==> src/rtl/meikyuu_pkg.sv <==
// Shared constants and FSM state type for the maze player movement logic.
// Bounds are in VGA counter coordinates for the default 16-pixel sprite.
package meikyuu_pkg;

  localparam int SPRITE_DEF = 16;
  localparam int X_MIN      = 97;
  localparam int X_MAX      = 736 - SPRITE_DEF;
  localparam int Y_MIN      = 3;
  localparam int Y_MAX      = 482 - SPRITE_DEF;

  localparam logic [9:0] X_RST    = 10'd408;
  localparam logic [9:0] Y_RST    = 10'd234;
  localparam logic [1:0] ROOM_RST = 2'd1;

  localparam int GRID_W = 3;
  localparam int GRID_H = 3;

  // Last QUERY cycle index before an unanswered query is abandoned (255 cycles)
  localparam logic [7:0] QUERY_LAST = 8'd254;

  typedef enum logic [2:0] {
    IDLE    = 3'd0,
    SAMPLE  = 3'd1,
    QUERY   = 3'd2,
    COMMIT  = 3'd3,
    TRANSIT = 3'd4
  } state_e;

endpackage

==> src/rtl/btn_debounce.sv <==
// Single-button debouncer: the output follows the input only after it has
// differed from the output for DEB_CYCLES consecutive samples.
module btn_debounce #(
  parameter int DEB_CYCLES = 500000
) (
  input  logic CLOCK_50,
  input  logic reset,
  input  logic din,
  output logic dout
);

  localparam int CW = $clog2(DEB_CYCLES + 1);

  logic [CW-1:0] cnt_r;
  logic          level_r;

  // Count consecutive disagreeing samples; flip the level when the window fills
  always_ff @(posedge CLOCK_50 or posedge reset) begin
    if (reset) begin
      cnt_r   <= '0;
      level_r <= 1'b0;
    end else if (din == level_r) begin
      cnt_r <= '0;
    end else if (cnt_r == CW'(DEB_CYCLES - 1)) begin
      cnt_r   <= '0;
      level_r <= din;
    end else begin
      cnt_r <= cnt_r + CW'(1);
    end
  end

  assign dout = level_r;

endmodule

==> src/rtl/move_sequencer.sv <==
// Per-frame player movement: button sampling, collision query, commit and
// room transitions. Define MOVE_SEQ_DEBOUNCE_EN to debounce the buttons.
module move_sequencer
  import meikyuu_pkg::*;
#(
  parameter int STEP       = 2,
  parameter int SPRITE     = 16,
  parameter int DEB_CYCLES = 500000
) (
  input  logic       CLOCK_50,
  input  logic       reset,
  input  logic       frame_tick,
  input  logic       btn_up,
  input  logic       btn_down,
  input  logic       btn_left,
  input  logic       btn_right,
  output logic       coll_req,
  output logic [9:0] coll_x,
  output logic [9:0] coll_y,
  input  logic       coll_ack,
  input  logic       coll_hit,
  output logic [9:0] x_pos,
  output logic [9:0] y_pos,
  output logic [1:0] room_x,
  output logic [1:0] room_y,
  output logic       busy,
  output logic       room_change
);

  // Package maxima assume the default sprite; shift them for other sizes
  localparam logic signed [10:0] STEP_C = 11'(STEP);
  localparam logic signed [10:0] XMIN_C = 11'(X_MIN);
  localparam logic signed [10:0] XMAX_C = 11'(X_MAX + SPRITE_DEF - SPRITE);
  localparam logic signed [10:0] YMIN_C = 11'(Y_MIN);
  localparam logic signed [10:0] YMAX_C = 11'(Y_MAX + SPRITE_DEF - SPRITE);
  localparam logic [9:0] XMIN_P = 10'(X_MIN);
  localparam logic [9:0] XMAX_P = 10'(X_MAX + SPRITE_DEF - SPRITE);
  localparam logic [9:0] YMIN_P = 10'(Y_MIN);
  localparam logic [9:0] YMAX_P = 10'(Y_MAX + SPRITE_DEF - SPRITE);
  localparam logic [1:0] ROOM_LAST_X = 2'(GRID_W - 1);
  localparam logic [1:0] ROOM_LAST_Y = 2'(GRID_H - 1);

  state_e state_r, state_nxt_s;

  logic [3:0] sync1_r, sync2_r, btn_s;
  logic [9:0] x_pos_r, y_pos_r, coll_x_r, coll_y_r, tgt_x_r, tgt_y_r;
  logic [1:0] room_x_r, room_y_r, tgt_rx_r, tgt_ry_r;
  logic [7:0] timeout_r;
  logic       coll_req_r, busy_r, room_change_r;

  logic                axis_y_s, under_s, over_s, trans_s, no_move_s;
  logic signed [10:0]  delta_s, cur_s, min_s, max_s, cand_raw_s, cand_fix_s;
  logic [1:0]          room_s, last_s, room_nxt_s, tgt_rx_s, tgt_ry_s;
  logic [9:0]          cand_x_s, cand_y_s, tgt_x_s, tgt_y_s;

  // Two-flop synchronizer for the raw buttons, bit order {up, down, left, right}
  always_ff @(posedge CLOCK_50 or posedge reset) begin
    if (reset) begin
      sync1_r <= 4'd0;
      sync2_r <= 4'd0;
    end else begin
      sync1_r <= {btn_up, btn_down, btn_left, btn_right};
      sync2_r <= sync1_r;
    end
  end

`ifdef MOVE_SEQ_DEBOUNCE_EN
  for (genvar i = 0; i < 4; i++) begin : g_deb
    btn_debounce #(.DEB_CYCLES(DEB_CYCLES)) u_deb (
      .CLOCK_50 (CLOCK_50),
      .reset    (reset),
      .din      (sync2_r[i]),
      .dout     (btn_s[i])
    );
  end
`else
  assign btn_s = sync2_r;
`endif

  // Direction decode, candidate arithmetic, clamping and transit target
  always_comb begin
    axis_y_s = 1'b0;
    delta_s  = STEP_C;
    if (btn_s[3]) begin
      axis_y_s = 1'b1;
      delta_s  = -STEP_C;
    end else if (btn_s[2]) begin
      axis_y_s = 1'b1;
      delta_s  = STEP_C;
    end else if (btn_s[1]) begin
      axis_y_s = 1'b0;
      delta_s  = -STEP_C;
    end else begin
      axis_y_s = 1'b0;
      delta_s  = STEP_C;
    end

    cur_s  = axis_y_s ? $signed({1'b0, y_pos_r}) : $signed({1'b0, x_pos_r});
    min_s  = axis_y_s ? YMIN_C : XMIN_C;
    max_s  = axis_y_s ? YMAX_C : XMAX_C;
    room_s = axis_y_s ? room_y_r : room_x_r;
    last_s = axis_y_s ? ROOM_LAST_Y : ROOM_LAST_X;

    cand_raw_s = cur_s + delta_s;
    under_s    = (cand_raw_s < min_s);
    over_s     = (cand_raw_s > max_s);
    if (under_s) begin
      cand_fix_s = min_s;
    end else if (over_s) begin
      cand_fix_s = max_s;
    end else begin
      cand_fix_s = cand_raw_s;
    end
    trans_s    = (under_s && (room_s != 2'd0)) || (over_s && (room_s != last_s));
    room_nxt_s = under_s ? (room_s - 2'd1) : (room_s + 2'd1);
    no_move_s  = (cand_fix_s == cur_s);

    cand_x_s = x_pos_r;
    cand_y_s = y_pos_r;
    tgt_x_s  = x_pos_r;
    tgt_y_s  = y_pos_r;
    tgt_rx_s = room_x_r;
    tgt_ry_s = room_y_r;
    if (axis_y_s) begin
      cand_y_s = cand_fix_s[9:0];
      tgt_y_s  = under_s ? YMAX_P : YMIN_P;
      tgt_ry_s = room_nxt_s;
    end else begin
      cand_x_s = cand_fix_s[9:0];
      tgt_x_s  = under_s ? XMAX_P : XMIN_P;
      tgt_rx_s = room_nxt_s;
    end
  end

  // Next-state logic
  always_comb begin
    state_nxt_s = state_r;
    case (state_r)
      IDLE: begin
        if (frame_tick) state_nxt_s = SAMPLE;
        else            state_nxt_s = IDLE;
      end
      SAMPLE: begin
        if (btn_s == 4'd0)  state_nxt_s = IDLE;
        else if (trans_s)   state_nxt_s = TRANSIT;
        else if (no_move_s) state_nxt_s = IDLE;
        else                state_nxt_s = QUERY;
      end
      QUERY: begin
        if (coll_ack) begin
          if (coll_hit) state_nxt_s = IDLE;
          else          state_nxt_s = COMMIT;
        end else if (timeout_r == QUERY_LAST) begin
          state_nxt_s = IDLE;
        end else begin
          state_nxt_s = QUERY;
        end
      end
      COMMIT:  state_nxt_s = IDLE;
      TRANSIT: state_nxt_s = IDLE;
      default: state_nxt_s = IDLE;
    endcase
  end

  // State register and position/query datapath
  always_ff @(posedge CLOCK_50 or posedge reset) begin
    if (reset) begin
      state_r       <= IDLE;
      busy_r        <= 1'b0;
      room_change_r <= 1'b0;
      coll_req_r    <= 1'b0;
      coll_x_r      <= 10'd0;
      coll_y_r      <= 10'd0;
      timeout_r     <= 8'd0;
      x_pos_r       <= X_RST;
      y_pos_r       <= Y_RST;
      room_x_r      <= ROOM_RST;
      room_y_r      <= ROOM_RST;
      tgt_x_r       <= X_RST;
      tgt_y_r       <= Y_RST;
      tgt_rx_r      <= ROOM_RST;
      tgt_ry_r      <= ROOM_RST;
    end else begin
      state_r       <= state_nxt_s;
      busy_r        <= (state_nxt_s != IDLE);
      room_change_r <= 1'b0;
      case (state_r)
        SAMPLE: begin
          tgt_x_r  <= tgt_x_s;
          tgt_y_r  <= tgt_y_s;
          tgt_rx_r <= tgt_rx_s;
          tgt_ry_r <= tgt_ry_s;
          if (state_nxt_s == QUERY) begin
            coll_req_r <= 1'b1;
            coll_x_r   <= cand_x_s;
            coll_y_r   <= cand_y_s;
            timeout_r  <= 8'd0;
          end
        end
        QUERY: begin
          if (state_nxt_s != QUERY) begin
            coll_req_r <= 1'b0;
          end else begin
            timeout_r <= timeout_r + 8'd1;
          end
        end
        COMMIT: begin
          x_pos_r <= coll_x_r;
          y_pos_r <= coll_y_r;
        end
        TRANSIT: begin
          x_pos_r       <= tgt_x_r;
          y_pos_r       <= tgt_y_r;
          room_x_r      <= tgt_rx_r;
          room_y_r      <= tgt_ry_r;
          room_change_r <= 1'b1;
        end
        default: begin
        end
      endcase
    end
  end

  assign coll_req    = coll_req_r;
  assign coll_x      = coll_x_r;
  assign coll_y      = coll_y_r;
  assign x_pos       = x_pos_r;
  assign y_pos       = y_pos_r;
  assign room_x      = room_x_r;
  assign room_y      = room_y_r;
  assign busy        = busy_r;
  assign room_change = room_change_r;

endmodule

==> config.mk <==
export PLATFORM = sky130hd
export DESIGN_NAME = move_sequencer
export DESIGN_NICKNAME = d
export VERILOG_FILES = /design/src/rtl/meikyuu_pkg.sv /design/src/rtl/btn_debounce.sv /design/src/rtl/move_sequencer.sv
export SDC_FILE = /design/constraint.sdc
export NUM_CORES = 1
export LEC_CHECK = 0
export CELL_PAD_IN_SITES_DETAIL_PLACEMENT = 0
export CELL_PAD_IN_SITES_GLOBAL_PLACEMENT = 1
export CORE_ASPECT_RATIO = 0.5
export CORE_UTILIZATION = 30
export DETAILED_ROUTE_END_ITERATION = 12
export PLACE_DENSITY_LB_ADDON = 0.3
export SLEW_MARGIN = 25
export SYNTH_ARGS = -nofsm -noshare
export SYNTH_HDL_FRONTEND = slang
export SYNTH_HIERARCHICAL = 1
export SYNTH_SLANG_ARGS = --single-unit
==> constraint.sdc <==
create_clock -name CLOCK_50 -period 5.85 [get_ports CLOCK_50]
set_clock_uncertainty 0.05 [all_clocks]
set_input_delay 0.8775 -clock CLOCK_50 [delete_from_list [all_inputs] [get_ports CLOCK_50]]
set_output_delay 0.8775 -clock CLOCK_50 [all_outputs]
set_load 0.01 [all_outputs]
==> impl_metrics.json, run 1 <==
{
  "io_pins": 56,
  "hold_ws_ns": 0.302,
  "drt_wl_total_um": 16800,
  "hp-class": "reg2reg",
  "fp-row-count": 34,
  "first_pass_iters": 5,
  "drc_errors": 0,
  "critPathLaunchType": "register",
  "nets": 668,
  "crit_fanout": 17,
  "final.setup.tns_ns": 0,
  "overflow": 0,
  "drt_first_iter_violations": 301,
  "vdd_ir_drop_max_uv": 225,
  "arrival_ns": 5.62,
  "synth-edff-count": 0,
  "cts.reportedPaths.clkPinSlew_ns": 0.07,
  "yosysWarnings": 6,
  "grt_use_total_pct": 18.3,
  "vias_per_cell": 5.19,
  "yosysSeqAreaShare_pct": 41.3,
  "cp_slowest_cell": "dfrtp_1",
  "synth_cell_types": 77,
  "power_density_nw_per_um2": 663,
  "synth_top_cell_area_share_pct": 30.9,
  "cp-end-kind": "register",
  "clockBufferDepth": 2,
  "path_buf_inv": 4,
  "die_area_um2": 19000,
  "final_cells": 885,
  "antenna_found_initial": 0,
  "area_growth_syn_to_layout_pct": 22.3,
  "synth_ff_type": "dfrtp_1",
  "synthCells": 585,
  "synth.top_cells.by_area": "dfrtp_1 (31%), dfstp_2 (10%), mux2i_1 (5.4%)",
  "drive_gt1_share_pct": 17.2,
  "slew_viol_final": 0,
  "period_needed_ns": 5.44,
  "max_freq_ghz": 0.184,
  "place.port_buffers": 55,
  "maxSlewHeadroom_pct": 35.9,
  "synth_fp_nets": 607,
  "cts_tree": "yes",
  "synth.largest_area_cell": "dfrtp_1",
  "multi_input_area_um2": 3020,
  "cts_buffers": 9,
  "yosys_register_bits": 90,
  "ant_nets": 0,
  "n_fill_cell": 1795,
  "vias": 4597,
  "critPathRequiredTime_ns": 6.02,
  "cts-root-buf": "clkbuf_16",
  "setup_viol": 0,
  "async_reset_ff_share_pct": 100,
  "synth_area_um2": 5520,
  "crit_type": "reg2reg",
  "clock_sinks": 90,
  "cpPeakStageDelay_ns": 0.52,
  "grt_pass1_wl_um": 26900,
  "initial_core_util_pct": 31.2,
  "finalWeightedCongestion": 0.870,
  "cp.depth": 21,
  "grt_pass1_vias": 4527,
  "final.period_utilization_pct": 93.0,
  "outcome": "finished, final reports clean",
  "post_synth.cell_area_avg_um2": 9.43,
  "grt_start_max_net_pins": 50,
  "wl_per_cell_um": 19.0,
  "cap_viol_max_count": 0,
  "dieWidth_um": 194,
  "crit_chain": "inv_1, a21oi_4, inv_2, ha_1, a31oi_1, o21ai_0, a31oi_2, nand3_1, a21o_1, xnor2_1, inv_1, ha_1, nand2_1, nor3_1, a41o_1, a21oi_1, nor3_1, o2111ai_2, o21ai_4, buf_12, mux2_2",
  "dp_hpwl_um": 12300,
  "ctsHtreeMaxLevel": 3,
  "dpl.cell_count": 868,
  "tightest_slew_ns": 0.962,
  "cp_top_family": "compound AO/OA/AOI/OAI gates",
  "p_leak_nw": 2.84,
  "coreArea_um2": 17700,
  "ff_latch_area_um2": 2280,
  "fp.dieH_um": 97.9,
  "min_path_cells": 0,
  "hold_viol_final": 0,
  "diodes": 0,
  "clock_latency_ns": 0.34,
  "r2r_cells": 21
}
## synth_stat cells, types with 15 or more instances
library cell,instances
nor2_1,46
nand2_1,80
inv_1,18
dfrtp_1,68
mux2i_1,30
nand3_1,15
a21oi_1,38
clkbuf_1,19
o21ai_0,48
dfstp_2,22
## cell type report
class / instances / share of cell area [%]
multi-input combinational: 441 / 44.7
sequential: 90 / 33.8
timing repair buffer: 84 / 11.6
tap: 234 / 4.34
clock buffer: 11 / 3.45
inverter: 20 / 1.15
clock inverter: 5 / 0.946
## path summary, 6_finish.rpt
| check | from | to | slack [ns] |
|---|---|---|---|
| max | btn_s[2]$_DFF_PP0_ | coll_x[8]$_DFFE_PP0P_ | 0.41 |
| max in group asynchronous | reset | x_pos[2]$_DFFE_PP0P_ | 3.81 |
| max reg2reg | btn_s[2]$_DFF_PP0_ | coll_x[8]$_DFFE_PP0P_ | 0.41 |
| min | sync1_r[1]$_DFF_PP0_ | btn_s[1]$_DFF_PP0_ | 0.30 |
| min reg2reg | sync1_r[1]$_DFF_PP0_ | btn_s[1]$_DFF_PP0_ | 0.30 |
| min in group asynchronous | reset | timeout_r[0]$_DFFE_PP0P_ | 0.88 |
## per-layer routing
metal / GRT usage [%] / wire [um] / part of all wire (%)
met3: 2.56 / 490 / 2.9
met4: 3.75 / 138 / 0.82
met1: 28.2 / 9120 / 54
met2: 27.0 / 7080 / 42
met5: 0 / 0 / 0
## per-stage QoR
stage | cell area, um2 | power [mW] | util (%) | setup WS [ns]
global route | 6740 | 4.81 | 38.1 | -0.00156
CTS | 6720 | 4.48 | 38.0 | 0.252
floorplan | 5520 | 2.84 | - | 0.150
global placement | 6430 | 3.84 | 36.3 | 0.425
detailed placement | 6430 | 3.86 | 36.3 | 0.329
finish | 6740 | 4.47 | 38.1 | 0.407
## report_power, final
group          switching (mW)  leakage [nW]  internal [mW]
Sequential              0.343          1.06          0.936
Clock                   0.260         0.140          0.335
Combinational            1.40          1.63           1.19
## flip-flops by register name (all words and copies together), names as in the netlist
register     flops
state_r          3
btn_s            4
coll_y          10
tgt_rx_r         2
room_y           2
room_x           2
tgt_y_r         10
coll_x          10
timeout_r        8
tgt_ry_r         2
room_change      1
y_pos           10
sync1_r          4
busy             1
tgt_x_r         10
x_pos           10
coll_req         1
## repair_timing
item	in CTS	in global routing
resized for setup	0	3
buffers inserted	0	1
hold buffers	0	0
setup endpoints to repair	0	21
## logic make-up after synthesis
| group | synth area share (%) |
|---|---|
| simple gates | 16.2 |
| mux | 11.2 |
| xor+xnor | 2.95 |
| buf+inv | 4.29 |
| flops | 41.3 |
| fa+ha+maj | 2.95 |
| compound gates | 21.1 |
## placed cells by master, fill, tap and decap left out, types with 5 or more instances in the layout
| cell type | synthesis | layout |
|---|---|---|
| xnor2_1 | 13 | 13 |
| nor3_1 | 13 | 13 |
| buf_4 | 3 | 28 |
| a21o_1 | 8 | 7 |
| o21ai_0 | 48 | 48 |
| mux2_1 | 7 | 7 |
| o31ai_1 | 11 | 11 |
| nand2_1 | 80 | 80 |
| clkbuf_16 | 0 | 9 |
| dfstp_2 | 22 | 22 |
| a21oi_1 | 38 | 37 |
| a22o_1 | 5 | 5 |
| clkdlybuf4s50_1 | 0 | 55 |
| inv_1 | 18 | 17 |
| o22ai_1 | 5 | 5 |
| dfrtp_1 | 68 | 68 |
| mux2i_1 | 30 | 30 |
| nor2_1 | 46 | 46 |
| mux2_4 | 10 | 10 |
| a31oi_1 | 7 | 6 |
| nand3_1 | 15 | 15 |
| ha_1 | 13 | 13 |
| mux2_2 | 8 | 8 |
Power figures use the tool's default switching activity.
==> inputs of run 2 (changes only) <==
Settings changed: CORE_MARGIN set to 2.
==> impl_metrics.json, run 2 (synthesis results as in run 1) <==
{
  "outcome": "finished, final reports clean",
  "period_needed_ns": 5.42,
  "reg2reg_slack_ns": 0.43,
  "die_area_um2": 19600,
  "nets": 666,
  "wl_per_cell_um": 18.4,
  "worstHoldStart": "sync1_r[1]$_DFF_PP0_",
  "grt_use_total_pct": 17.4,
  "coreArea_um2": 17700,
  "drc_errors": 0,
  "cp-startpoint": "btn_s[2]$_DFF_PP0_",
  "cts-root-buf": "clkbuf_16",
  "drt_first_iter_violations": 336,
  "grt_pass1_vias": 4504,
  "power_density_nw_per_um2": 660,
  "final_common_cell": "nand2_1",
  "finalWeightedCongestion": 0.916,
  "dpl_cell_area_um2": 6410,
  "drt_wl_total_um": 16300,
  "ant_nets": 0,
  "crit_fanout": 17,
  "grt_start_max_net_pins": 50,
  "ff_latch_area_um2": 2280,
  "critPathRequiredTime_ns": 6.02,
  "finish.instance_area_um2": 6760,
  "vias": 4568,
  "vias_per_cell": 5.17,
  "cts_tree": "yes",
  "cap_viol_max_count": 0,
  "maxSlewHeadroom_pct": 37.6,
  "max_freq_ghz": 0.184,
  "report.power.total_mw": 4.46,
  "fin_util_pct": 38.2,
  "clockBufferDepth": 2,
  "io_pins": 56,
  "use_met3_pct": 3.93,
  "clock_sinks": 90,
  "cp-end-kind": "register",
  "hp-class": "reg2reg",
  "antenna_found_initial": 1,
  "cts_buffers": 9,
  "use_met1_pct": 26.0,
  "cts.reportedPaths.clkPinSlew_ns": 0.07,
  "final_cells": 884,
  "crit_type": "reg2reg",
  "hold_viol_final": 0,
  "vdd_ir_drop_max_uv": 228,
  "clock_latency_ns": 0.34,
  "hold_ws_ns": 0.298,
  "fp.dieH_um": 99.9,
  "busiest_layer": "met1",
  "n_fill_cell": 1796,
  "first_pass_iters": 5,
  "area_growth_syn_to_layout_pct": 22.5,
  "initial_core_util_pct": 31.2,
  "final.period_utilization_pct": 92.7,
  "use_met2_pct": 25.3,
  "min_path_cells": 0,
  "slew_viol_final": 0,
  "rsz0062_at_grt": "no",
  "dp_hpwl_um": 12000,
  "grt_pass1_wl_um": 26200,
  "place.port_buffers": 55,
  "critPathLaunchType": "register",
  "overflow": 0,
  "final.setup.tns_ns": 0,
  "mostFrequentLayoutCells": "nand2_1 (80), dfrtp_1 (67), clkdlybuf4s50_1 (55)",
  "ctsHtreeMaxLevel": 3,
  "dieWidth_um": 196,
  "multi_input_area_um2": 3020,
  "r2r-start": "btn_s[2]$_DFF_PP0_",
  "place_ws_ns": 0.219,
  "r2r_cells": 21,
  "dpl.cell_count": 866,
  "drive_gt1_share_pct": 17.6,
  "p_leak_nw": 2.84,
  "cts_hold_buffers": 0,
  "arrival_ns": 5.59,
  "fin_ws_ns": 0.429,
  "setup_viol": 0,
  "fp-row-count": 34,
  "tightest_slew_ns": 0.936
}
## run 2: changes by cell type in the layout (fill, tap and decap cells not counted), sizes merged
cell,delta
clkinv,-1
clkinvlp,-1
buf,-2
inv,+1
diode,+1
clkbuf,+1
## run 2: metal layers
layer	part of all wire [%]	vias up	routed length, um
met4	1.5	0	248
li1	-	2229	-
met1	54	2240	8720
met3	4.2	17	680
met2	41	82	6650
met5	0	-	0
## run 2: what timing repair did
action | in CTS | in global routing
setup buffers | 0 | 1
setup endpoints to repair | 0 | 24
resized for setup | 0 | 6
## run 2: area by class of cell
type,count,share of cell area (%)
multi-input combinational,441,44.7
sequential,90,33.8
antenna,1,0.0370
tap,234,4.33
clock inverter,4,0.833
inverter,20,1.15
timing repair buffer,82,11.3
clock buffer,12,3.80
## run 2: final timing paths
kind / to
setup reg to reg: coll_x[7]$_DFFE_PP0P_
min in group asynchronous: timeout_r[0]$_DFFE_PP0P_
hold reg to reg: btn_s[1]$_DFF_PP0_
setup / recovery: coll_x[7]$_DFFE_PP0P_
max in group asynchronous: btn_s[2]$_DFF_PP0_
hold / removal: btn_s[1]$_DFF_PP0_
## run 2: critical path, cell delays in order (launching register included)
cell       delay (ns)
dfrtp_2          0.47
or2_2            0.37
buf_4            0.20
mux2i_1          0.21
inv_1            0.07
ha_1             0.37
a21o_1           0.21
a31oi_1          0.28
a22oi_1          0.14
a21o_1           0.18
xnor2_1          0.21
inv_1            0.09
ha_1             0.34
nand2_1          0.11
a2111oi_4        0.34
nand2_2          0.21
a221oi_1         0.32
a32o_2           0.20
o2111ai_2        0.15
o21ai_4          0.22
buf_12           0.19
mux2_2           0.35
## run 2: power breakdown
| part | switching [mW] | total (mW) | internal [mW] |
|---|---|---|---|
| clock | 0.259 | 0.619 | 0.359 |
| sequential | 0.324 | 1.26 | 0.936 |
| combinational | 1.41 | 2.58 | 1.17 |
| total | 1.99 | 4.46 | 2.47 |
